===== src/rtl/noc_pkt_pkg.sv =====
// noc_pkt_pkg
//   Shared NoC packet definitions: type codes, default field widths and
//   start positions, and a helper that pulls the type and source fields out
//   of a packet.
//   Field order LSB->MSB: payload, seq, source, dest, type.
package noc_pkt_pkg;

    typedef enum logic [1:0] {
        DATA          = 2'b00,
        CONF_INPUTNUM = 2'b01,
        CONF_WEIGHT   = 2'b10,
        DATA_ALT      = 2'b11   // reserved code, behaves as DATA
    } pkt_type_e;

    // Default field widths and start positions (NETWORK_SIZE = 256)
    localparam int unsigned DEF_NETWORK_SIZE  = 256;
    localparam int unsigned DEF_PAYLOAD_WIDTH = 22;
    localparam int unsigned DEF_SEQ_WIDTH     = 4;
    localparam int unsigned DEF_ADDR_WIDTH    = $clog2(DEF_NETWORK_SIZE);
    localparam int unsigned DEF_TYPE_WIDTH    = 2;
    localparam int unsigned DEF_PAYLOAD_LSB   = 0;
    localparam int unsigned DEF_SEQ_LSB       = DEF_PAYLOAD_WIDTH;
    localparam int unsigned DEF_SOURCE_LSB    = DEF_SEQ_LSB + DEF_SEQ_WIDTH;
    localparam int unsigned DEF_DEST_LSB      = DEF_SOURCE_LSB + DEF_ADDR_WIDTH;
    localparam int unsigned DEF_TYPE_LSB      = DEF_DEST_LSB + DEF_ADDR_WIDTH;

    // Containers wide enough for any supported parameterisation
    localparam int unsigned PKT_MAX_WIDTH = 128;
    localparam int unsigned SRC_MAX_WIDTH = 16;

    typedef struct packed {
        pkt_type_e                ptype;
        logic [SRC_MAX_WIDTH-1:0] src;
    } pkt_hdr_t;

    function automatic pkt_hdr_t pkt_hdr(
        input logic [PKT_MAX_WIDTH-1:0] pkt,
        input int unsigned              src_lsb,
        input int unsigned              src_width,
        input int unsigned              type_lsb
    );
        pkt_hdr_t                 hdr;
        logic [PKT_MAX_WIDTH-1:0] sh;
        logic [SRC_MAX_WIDTH-1:0] mask;
        sh        = pkt >> src_lsb;
        mask      = '1;
        mask      = mask >> (SRC_MAX_WIDTH - src_width);
        hdr.src   = sh[SRC_MAX_WIDTH-1:0] & mask;
        sh        = pkt >> type_lsb;
        hdr.ptype = pkt_type_e'(sh[1:0]);
        return hdr;
    endfunction

    function automatic logic is_data(input pkt_type_e t);
        return (t == DATA) || (t == DATA_ALT);
    endfunction

endpackage


===== src/rtl/mul_input_arbiter_rr_arbiter.sv =====
// rr_arbiter
//   Combinational round-robin pick. Search starts at ptr and ascends with
//   wrap; the first set request wins.
//   req    : request vector
//   ptr    : search start index (always < NUM_REQ)
//   grant  : one-hot-or-zero grant
//   winner : index of the granted request (0 when no grant)
module rr_arbiter #(
    parameter int NUM_REQ = 2,
    parameter int PTR_W   = (NUM_REQ > 1) ? $clog2(NUM_REQ) : 1
) (
    input  logic [NUM_REQ-1:0] req,
    input  logic [PTR_W-1:0]   ptr,
    output logic [NUM_REQ-1:0] grant,
    output logic [PTR_W-1:0]   winner
);

    always_comb begin
        logic             found;
        logic [PTR_W:0]   idx_sum;
        logic [PTR_W-1:0] idx;
        found   = 1'b0;
        idx_sum = '0;
        idx     = '0;
        grant   = '0;
        winner  = '0;
        for (int k = 0; k < NUM_REQ; k++) begin
            idx_sum = {1'b0, ptr} + (PTR_W+1)'(k);
            if (idx_sum >= (PTR_W+1)'(NUM_REQ)) begin
                idx_sum = idx_sum - (PTR_W+1)'(NUM_REQ);
            end
            idx = idx_sum[PTR_W-1:0];
            if (!found && req[idx]) begin
                found      = 1'b1;
                grant[idx] = 1'b1;
                winner     = idx;
            end
        end
    end

endmodule


===== src/rtl/mul_input_arbiter.sv =====
// mul_input_arbiter
//   Shares the multiplier packet input between NUM_REQ requesters. Round-robin
//   valid/ready arbitration, registered output, and a one-cycle bubble when a
//   DATA packet would read a weight the multiplier is still writing.
//   Optional build macro: MUL_ARB_CONF_PRIORITY_EN -- eligible CONF_* packets
//   beat eligible DATA packets (round-robin within each class).
//   clk            : rising-edge clock
//   rst            : asynchronous active-low reset
//   req_valid      : per-requester valid
//   req_packet     : requester i at [i*PACKET_SIZE +: PACKET_SIZE]
//   req_ready      : combinational one-hot-or-zero grant
//   SNC_MUL_valid  : registered valid to the multiplier
//   SNC_MUL_packet : registered packet to the multiplier
//   hazard_stall   : a bubble is being forced this cycle
module mul_input_arbiter
    import noc_pkt_pkg::*;
#(
    parameter int NETWORK_SIZE  = 256,
    parameter int PAYLOAD_WIDTH = 22,
    parameter int SEQ_WIDTH     = 4,
    parameter int TYPE_WIDTH    = 2,
    parameter int NUM_REQ       = 2,
    localparam int SOURCE_WIDTH = $clog2(NETWORK_SIZE),
    localparam int DEST_WIDTH   = $clog2(NETWORK_SIZE),
    localparam int PACKET_SIZE  = PAYLOAD_WIDTH + SEQ_WIDTH + SOURCE_WIDTH
                                  + DEST_WIDTH + TYPE_WIDTH
) (
    input  logic                           clk,
    input  logic                           rst,
    input  logic [NUM_REQ-1:0]             req_valid,
    input  logic [NUM_REQ*PACKET_SIZE-1:0] req_packet,
    output logic [NUM_REQ-1:0]             req_ready,
    output logic                           SNC_MUL_valid,
    output logic [PACKET_SIZE-1:0]         SNC_MUL_packet,
    output logic                           hazard_stall
);

    localparam int PTR_W = (NUM_REQ > 1) ? $clog2(NUM_REQ) : 1;
    localparam int unsigned SRC_LSB  = PAYLOAD_WIDTH + SEQ_WIDTH;
    localparam int unsigned TYPE_LSB = SRC_LSB + SOURCE_WIDTH + DEST_WIDTH;

    logic [PTR_W-1:0]       rr_ptr;
    logic [PTR_W-1:0]       winner;
    logic [NUM_REQ-1:0]     grant;
    logic [NUM_REQ-1:0]     blocked;
    logic [NUM_REQ-1:0]     elig;
    logic [NUM_REQ-1:0]     arb_req;
    logic [PACKET_SIZE-1:0] win_pkt;
    pkt_hdr_t               out_hdr;

    always_comb begin
        out_hdr = pkt_hdr(PKT_MAX_WIDTH'(SNC_MUL_packet), SRC_LSB, SOURCE_WIDTH, TYPE_LSB);
    end

    // A DATA packet from the same source as a weight presented last cycle
    // must wait one cycle: the multiplier commits that weight a cycle late.
    always_comb begin
        pkt_hdr_t hdr;
`ifdef MUL_ARB_CONF_PRIORITY_EN
        logic [NUM_REQ-1:0] conf_mask;
        conf_mask = '0;
`endif
        hdr     = '0;
        blocked = '0;
        for (int i = 0; i < NUM_REQ; i++) begin
            hdr = pkt_hdr(PKT_MAX_WIDTH'(req_packet[i*PACKET_SIZE +: PACKET_SIZE]),
                          SRC_LSB, SOURCE_WIDTH, TYPE_LSB);
            blocked[i] = SNC_MUL_valid && (out_hdr.ptype == CONF_WEIGHT)
                         && is_data(hdr.ptype) && (hdr.src == out_hdr.src);
`ifdef MUL_ARB_CONF_PRIORITY_EN
            conf_mask[i] = !is_data(hdr.ptype);
`endif
        end
        elig    = req_valid & ~blocked;
        arb_req = elig;
`ifdef MUL_ARB_CONF_PRIORITY_EN
        if (|(elig & conf_mask)) begin
            arb_req = elig & conf_mask;
        end
`endif
    end

    rr_arbiter #(
        .NUM_REQ (NUM_REQ),
        .PTR_W   (PTR_W)
    ) u_rr_arbiter (
        .req    (arb_req),
        .ptr    (rr_ptr),
        .grant  (grant),
        .winner (winner)
    );

    always_comb begin
        win_pkt = '0;
        for (int i = 0; i < NUM_REQ; i++) begin
            if (grant[i]) begin
                win_pkt = req_packet[i*PACKET_SIZE +: PACKET_SIZE];
            end
        end
    end

    // Ready is forced low while reset is held so no transfer can be counted.
    assign req_ready    = {NUM_REQ{rst}} & grant;
    assign hazard_stall = (|(req_valid & blocked)) && !(|grant);

    always_ff @(posedge clk or negedge rst) begin
        if (!rst) begin
            SNC_MUL_valid  <= 1'b0;
            SNC_MUL_packet <= '0;
            rr_ptr         <= '0;
        end else begin
            SNC_MUL_valid <= |grant;
            if (|grant) begin
                SNC_MUL_packet <= win_pkt;
                rr_ptr         <= (winner == PTR_W'(NUM_REQ-1)) ? '0 : winner + 1'b1;
            end
        end
    end

endmodule

===== config.mk =====
export PLATFORM = sky130hd
export DESIGN_NAME = mul_input_arbiter
export DESIGN_NICKNAME = d
export VERILOG_FILES = /design/src/rtl/noc_pkt_pkg.sv /design/src/rtl/mul_input_arbiter_rr_arbiter.sv /design/src/rtl/mul_input_arbiter.sv
export SDC_FILE = /design/constraint.sdc
export NUM_CORES = 1
export LEC_CHECK = 0
export ABC_AREA = 1
export BUFFER_PORTS_ARGS = -buffer_cell sky130_fd_sc_hd__buf_2
export CAP_MARGIN = 20
export CORE_MARGIN = 10
export CORE_UTILIZATION = 25
export DETAILED_ROUTE_END_ITERATION = 12
export PLACE_DENSITY = 0.44
export REMOVE_ABC_BUFFERS = 1
export SLEW_MARGIN = 20
export SYNTH_ARGS = -nofsm -noshare
export SYNTH_HDL_FRONTEND = slang
export SYNTH_SLANG_ARGS = --single-unit

===== constraint.sdc =====
create_clock -name clk -period 4.9 [get_ports clk]
set_clock_uncertainty 0.05 [all_clocks]
set_input_delay 0.245 -clock clk [delete_from_list [all_inputs] [get_ports clk]]
set_output_delay 0.245 -clock clk [all_outputs]
set_load 0.02 [all_outputs]

## After elaboration in Yosys (flattened, before gate mapping)

Cells that the tools add are included.
W data, S select, Z words.

| operators by class | value |
|---|---|
| muxes and demuxes | 18 |
| add/sub/neg operators | 4 |
| magnitude comparators | 6 |
| reductions and logical operators | 17 |
| equality and inequality tests | 5 |
| bitwise gates (word level) | 5 |

Operators by type and width:

| operator | number |
|---|---|
| $mux W44 | 2 |
| $eq A8 B8 Y1 | 2 |
| $mux W1 | 12 |
| $logic_and A1 B1 Y1 | 9 |
| $and A2 B2 Y2 | 3 |
| $eq A2 B2 Y1 const B | 3 |
| $logic_not A2 Y1 | 2 |
| $lt A1 B2 Y1 const B | 2 |
| $mux W2 | 2 |
| $reduce_or A2 Y1 | 2 |
| $add A1 B1 Y2 const B | 1 |
| $demux W1 S1 | 2 |
| $ge A1 B1 Y1 const B | 2 |
| $ge A1 B2 Y1 const B | 1 |
| $ge A2 B2 Y1 const B | 1 |
| $logic_not A1 Y1 | 2 |
| $logic_or A1 B1 Y1 | 2 |
| $not A2 Y2 | 1 |
| $or A2 B2 Y2 | 1 |
| $sub A1 B1 Y1 const B | 2 |
| $add A1 B1 Y1 const B | 1 |

| word-level totals | value |
|---|---|
| output and inout port bits | 48 |
| logic and storage cells | 58 |
| flip-flop bits (word level) | 46 |
| input port bits | 92 |

## Longest topological paths before layout

| logic depth | value |
|---|---|
| depth in word-level cells | 15 |
| depth in mapped cells | 11 |
| mapped depth without buffers | 10 |

## Hierarchy

A second synthesis with hierarchy kept.

| second synthesis, totals | value |
|---|---|
| cells, all modules | 264 |
| area, all modules | 2252.2 µm² |

Modules (own cells, without submodules):

| module | sequential area each (µm²) | times used | area each (µm²) | cells each |
|---|---|---|---|---|
| mul_input_arbiter | 1151.1 | 1 | 2223.4 | 259 |
| rr_arbiter | 0.0 | 1 | 28.8 | 5 |

## Worst setup path before layout

OpenSTA, ideal clock, no wires.

| timing | value |
|---|---|
| path kind | register to output |
| from | register SNC_MUL_packet[28] |
| to | output port hazard_stall |
| stages on the path, launching flop included | 8 |
| slack | 2.908 ns |
| data arrival time | 1.697 ns |
| data required time | 4.605 ns |
| buffers on the path | 1 |
| cell sequence | dfrtp_1 > xor2_1 > a21oi_1 > nand3_4 > nand2_2 > buf_2 > nand2_2 > nor2_1 |

| between the ends | value |
|---|---|
| longest elaborated chain between the ends | 13 |
| elaborated cells between the ends (all ways) | 21 |
| classes of those cells | eq/ne: 2; mux: 7; bitwise: 4; reduce/logical: 8 |

Ends and longest elaborated chain:

| what | RTL line | text |
|---|---|---|
| start: declaration | mul_input_arbiter.sv:34 | `output logic [PACKET_SIZE-1:0] SNC_MUL_packet,` |
| start signal: assignment | mul_input_arbiter.sv:114 | `SNC_MUL_packet <= win_pkt;` |
| $eq A8 B8 Y1 | mul_input_arbiter.sv:69 | `&& is_data(hdr.ptype) && (hdr.src == out_hdr.src);` |
| $logic_and A1 B1 Y1 | mul_input_arbiter.sv:69 |  |
| $not A2 Y2 | mul_input_arbiter.sv:74 | `elig = req_valid & ~blocked;` |
| $and A2 B2 Y2 | mul_input_arbiter.sv:74 |  |
| $mux W1 (not written as such) (2 in series) | mul_input_arbiter_rr_arbiter.sv:33 | `if (!found && req[idx]) begin` |
| $mux W1 | mul_input_arbiter_rr_arbiter.sv:33 |  |
| $logic_not A1 Y1 | mul_input_arbiter_rr_arbiter.sv:33 |  |
| $logic_and A1 B1 Y1 | mul_input_arbiter_rr_arbiter.sv:33 |  |
| $mux W2 | mul_input_arbiter_rr_arbiter.sv:33 |  |
| $reduce_or A2 Y1 | mul_input_arbiter.sv:104 | `assign hazard_stall = (\|(req_valid & blocked)) && !(\|grant);` |
| $logic_not A1 Y1 | mul_input_arbiter.sv:104 |  |
| $logic_and A1 B1 Y1 * | mul_input_arbiter.sv:104 |  |
| end: declaration | mul_input_arbiter.sv:35 | `output logic hazard_stall` |

Mark *: on every way between the ends. The rest lies on a longest branch, timed or not. The select of a mux whose other input is x is not followed.

## Final worst setup path

| timing | value |
|---|---|
| from | register SNC_MUL_packet[32] |
| to | output port req_ready[1] |

| between the ends | value |
|---|---|
| longest elaborated chain between the ends | 11 |
| elaborated cells between the ends (all ways) | 17 |
| classes of those cells | eq/ne: 2; mux: 7; bitwise: 4; reduce/logical: 4 |

Ends and longest elaborated chain:

| what | RTL line | text |
|---|---|---|
| $eq A8 B8 Y1 | mul_input_arbiter.sv:69 |  |
| $logic_and A1 B1 Y1 | mul_input_arbiter.sv:69 |  |
| $not A2 Y2 * | mul_input_arbiter.sv:74 |  |
| $and A2 B2 Y2 * | mul_input_arbiter.sv:74 |  |
| $mux W1 (not written as such) (2 in series) | mul_input_arbiter_rr_arbiter.sv:33 |  |
| $mux W1 | mul_input_arbiter_rr_arbiter.sv:33 |  |
| $logic_not A1 Y1 | mul_input_arbiter_rr_arbiter.sv:33 |  |
| $logic_and A1 B1 Y1 | mul_input_arbiter_rr_arbiter.sv:33 |  |
| $mux W2 * | mul_input_arbiter_rr_arbiter.sv:33 |  |
| $and A2 B2 Y2 * | mul_input_arbiter.sv:103 | `assign req_ready = {NUM_REQ{rst}} & grant;` |
| end: declaration | mul_input_arbiter.sv:32 | `output logic [NUM_REQ-1:0] req_ready,` |

Marks and branches as above.

==> metrics.txt <==
CTS tree=built; final WL=11900 um; Buf/Inv on CP=2; Tightest Hold Check Type=input port to asynchronous set/reset pin; critical path depth=10; Final nets=679; Max Root-Sink Buffers=2; core outline area=13100 um^2; CP endpoint kind=output port; Routed WL per cell=approximately 16 um; Final Cycle Share=approximately two thirds; cts hold-fix bufs=0; FF+latch area=~1200 um^2; DIE AREA=18300 um^2; commonest cells after routing, fill and taps aside=buf_2 (139), nand2_1 (78), nand3b_1 (76); crit-path max FO=90; CTS sink count=46; cell taking the most area after synthesis=dfrtp_1; post-synthesis cell count=471; vias per inst=4.54; clk slew on worst S/H paths=0.06 ns; total routing usage reported by global routing=between 10% and 20%; initial antenna violation count=0; Post-CTS Setup Bufs=0; I/O pin total=between 100 and 150; Via Count=3472; Antenna Cells=0; slowest stage delay, CP=0.89 ns; Area contributors post-synth=dfrtp_1 (35%), nand3b_1 (17%), nand3_1 (8.9%); outcome=finished, final reports clean; final hold vios=0; initial drt markers=200; worst vdd ir=127 uV; worst setup path class=register to output port; top-area cell type share of the netlist area=34.7%; Cell Area, Synth=3320 um^2; Max Slew Vio Count=0; critical path's top delay family=simple AND/OR/NAND/NOR gates; static leakage power=0.00225 uW; fraction of layout cells with a size suffix above 1=27.7%; htree depth=2; die width=135 um; multi-input logic area=1770 um^2; synth unique cells=22; commonest non-fill, non-tap cell in the layout=buf_2; Seq/Total Area, Yosys=34.7%; Arr. time, crit path=2.98 ns; CTS buffer count=5; num rows=42; Clock Latency Late Sink=a little under 0.3 ns; CP dominant cell by count=nand2_1; DRC Markers=0; global-route wire length before repair=approximately 18000 um; Congestion Overflow GR=0; Startpoint Class=register; Synth Warn #=0; Yosys reg bits=46; Max-slew headroom=29.7%; RSZ-0062 raised after global routing=false; final setup TNS=0 ns; port bufs=roughly 140; syn avg cell area=7.05 um^2; number of global-route vias before repair=around 3600; Slowest-stage cell, CP=nand3_4; CP cell instances=inv_1 -> nand2_1 -> nand2_1 -> nand2_1 -> nor2_2 -> nand3_4 -> nand3_4 -> nand2_1 -> nor2_1 -> buf_2; Detail Placement HPWL=8010 um; # setup viols final=0; final-layout fill cell count=approximately 1500; Post-CTS Resized=0; CP required=4.61 ns; GPL Wtd Cong=0.778; Area Overhead vs Synth=28.6%; utilization after layout=32.5%; largest net degree at the start of global routing=91; Initial Util=25.3%; Max Cap Violations=0; post-route ant nets=0; Achievable Freq=306 MHz; Register-to-Register Path Depth=11; slew at the pin with the worst max-slew slack=1.05 ns; drt pass-1 iters=4; Die Y-Extent=roughly 140 um; Final min period=3.27 ns; cell area power density=about 280 nW/um^2; Root Driver=clkbuf_16
routing by layer:
metal | wire length, um | vias to the layer above | track usage, %
li1 | - | 1747 | -
met1 | 5380 | 1580 | 15.5
met2 | 5400 | 134 | 20.3
met3 | 949 | 11 | 3.86
met4 | 142 | 0 | 3.17
met5 | 0 | - | 0
logic make-up after synthesis:
family          Yosys count  synth area share (%)
compound gates           47                  7.43
xor+xnor                  8                  2.11
buf+inv                  94                  12.4
flops                    46                  34.7
simple gates            276                  43.4
flip-flops by register name, indices dropped and copies added (netlist names), named ones only:
| register | cells |
|---|---|
| SNC_MUL_valid | 1 |
| SNC_MUL_packet | 44 |
where the power goes:
part           switching, uW  internal (uW)  leakage, uW  total, uW
Sequential              29.4            424     0.000506        454
Clock                    157            232    0.0000832        388
Combinational            225            133      0.00166        359
stage by stage:
| step | hold slack, ns | total power [uW] | setup WS (ns) | std cells | cell area [um^2] |
|---|---|---|---|---|---|
| 2_1_floorplan | -0.101 | 667 | 2.11 | 436 | 3130 |
| 3_3_place_gp | 0.381 | 822 | 1.89 | 756 | 4100 |
| 3_5_place_dp | 0.380 | 823 | 1.92 | 756 | 4100 |
| 4_1_cts | 0.0695 | 1220 | 1.59 | 764 | 4270 |
| 5_1_grt | 0.0980 | 1270 | 1.41 | 764 | 4270 |
| 6_report | 0.0383 | 1200 | 1.63 | 764 | 4270 |
cell usage after synthesis:
| library cell | instances |
|---|---|
| nand2_1 | 78 |
| buf_6 | 4 |
| inv_1 | 58 |
| xor2_1 | 5 |
| nand3_4 | 1 |
| nand2_2 | 2 |
| nor2_1 | 54 |
| nor2_2 | 3 |
| dfrtp_1 | 46 |
| o21ai_0 | 1 |
| xnor2_1 | 3 |
| buf_1 | 3 |
| clkbuf_1 | 6 |
| nor2_4 | 1 |
| a21oi_1 | 45 |
| buf_2 | 22 |
| nor3_2 | 1 |
| inv_2 | 1 |
| nand3b_1 | 76 |
| nand3_1 | 59 |
| o21ai_4 | 1 |
| nand3_2 | 1 |
area by class of cell:
cell class	instances	share of cell area, %
Clock buffer	8	3.90
Inverter	59	5.19
Multi-Input combinational cell	331	41.3
Sequential cell	46	27.0
Tap cell	176	5.16
Timing Repair Buffer	144	17.5
final timing paths:
path,start,to,slack [ns]
worst max-delay path,SNC_MUL_packet[32],req_ready[1],1.63
worst min-delay path,rst,SNC_MUL_packet[42],0.04
worst max register to register,SNC_MUL_packet[32],SNC_MUL_packet[15],1.95
worst min register to register,SNC_MUL_packet[8],SNC_MUL_packet[8],0.55
max in group asynchronous,rst,SNC_MUL_packet[10],4.31
min in group clk,req_packet[52],SNC_MUL_packet[8],0.22
No activity file was read; power rests on OpenSTA's default activity.
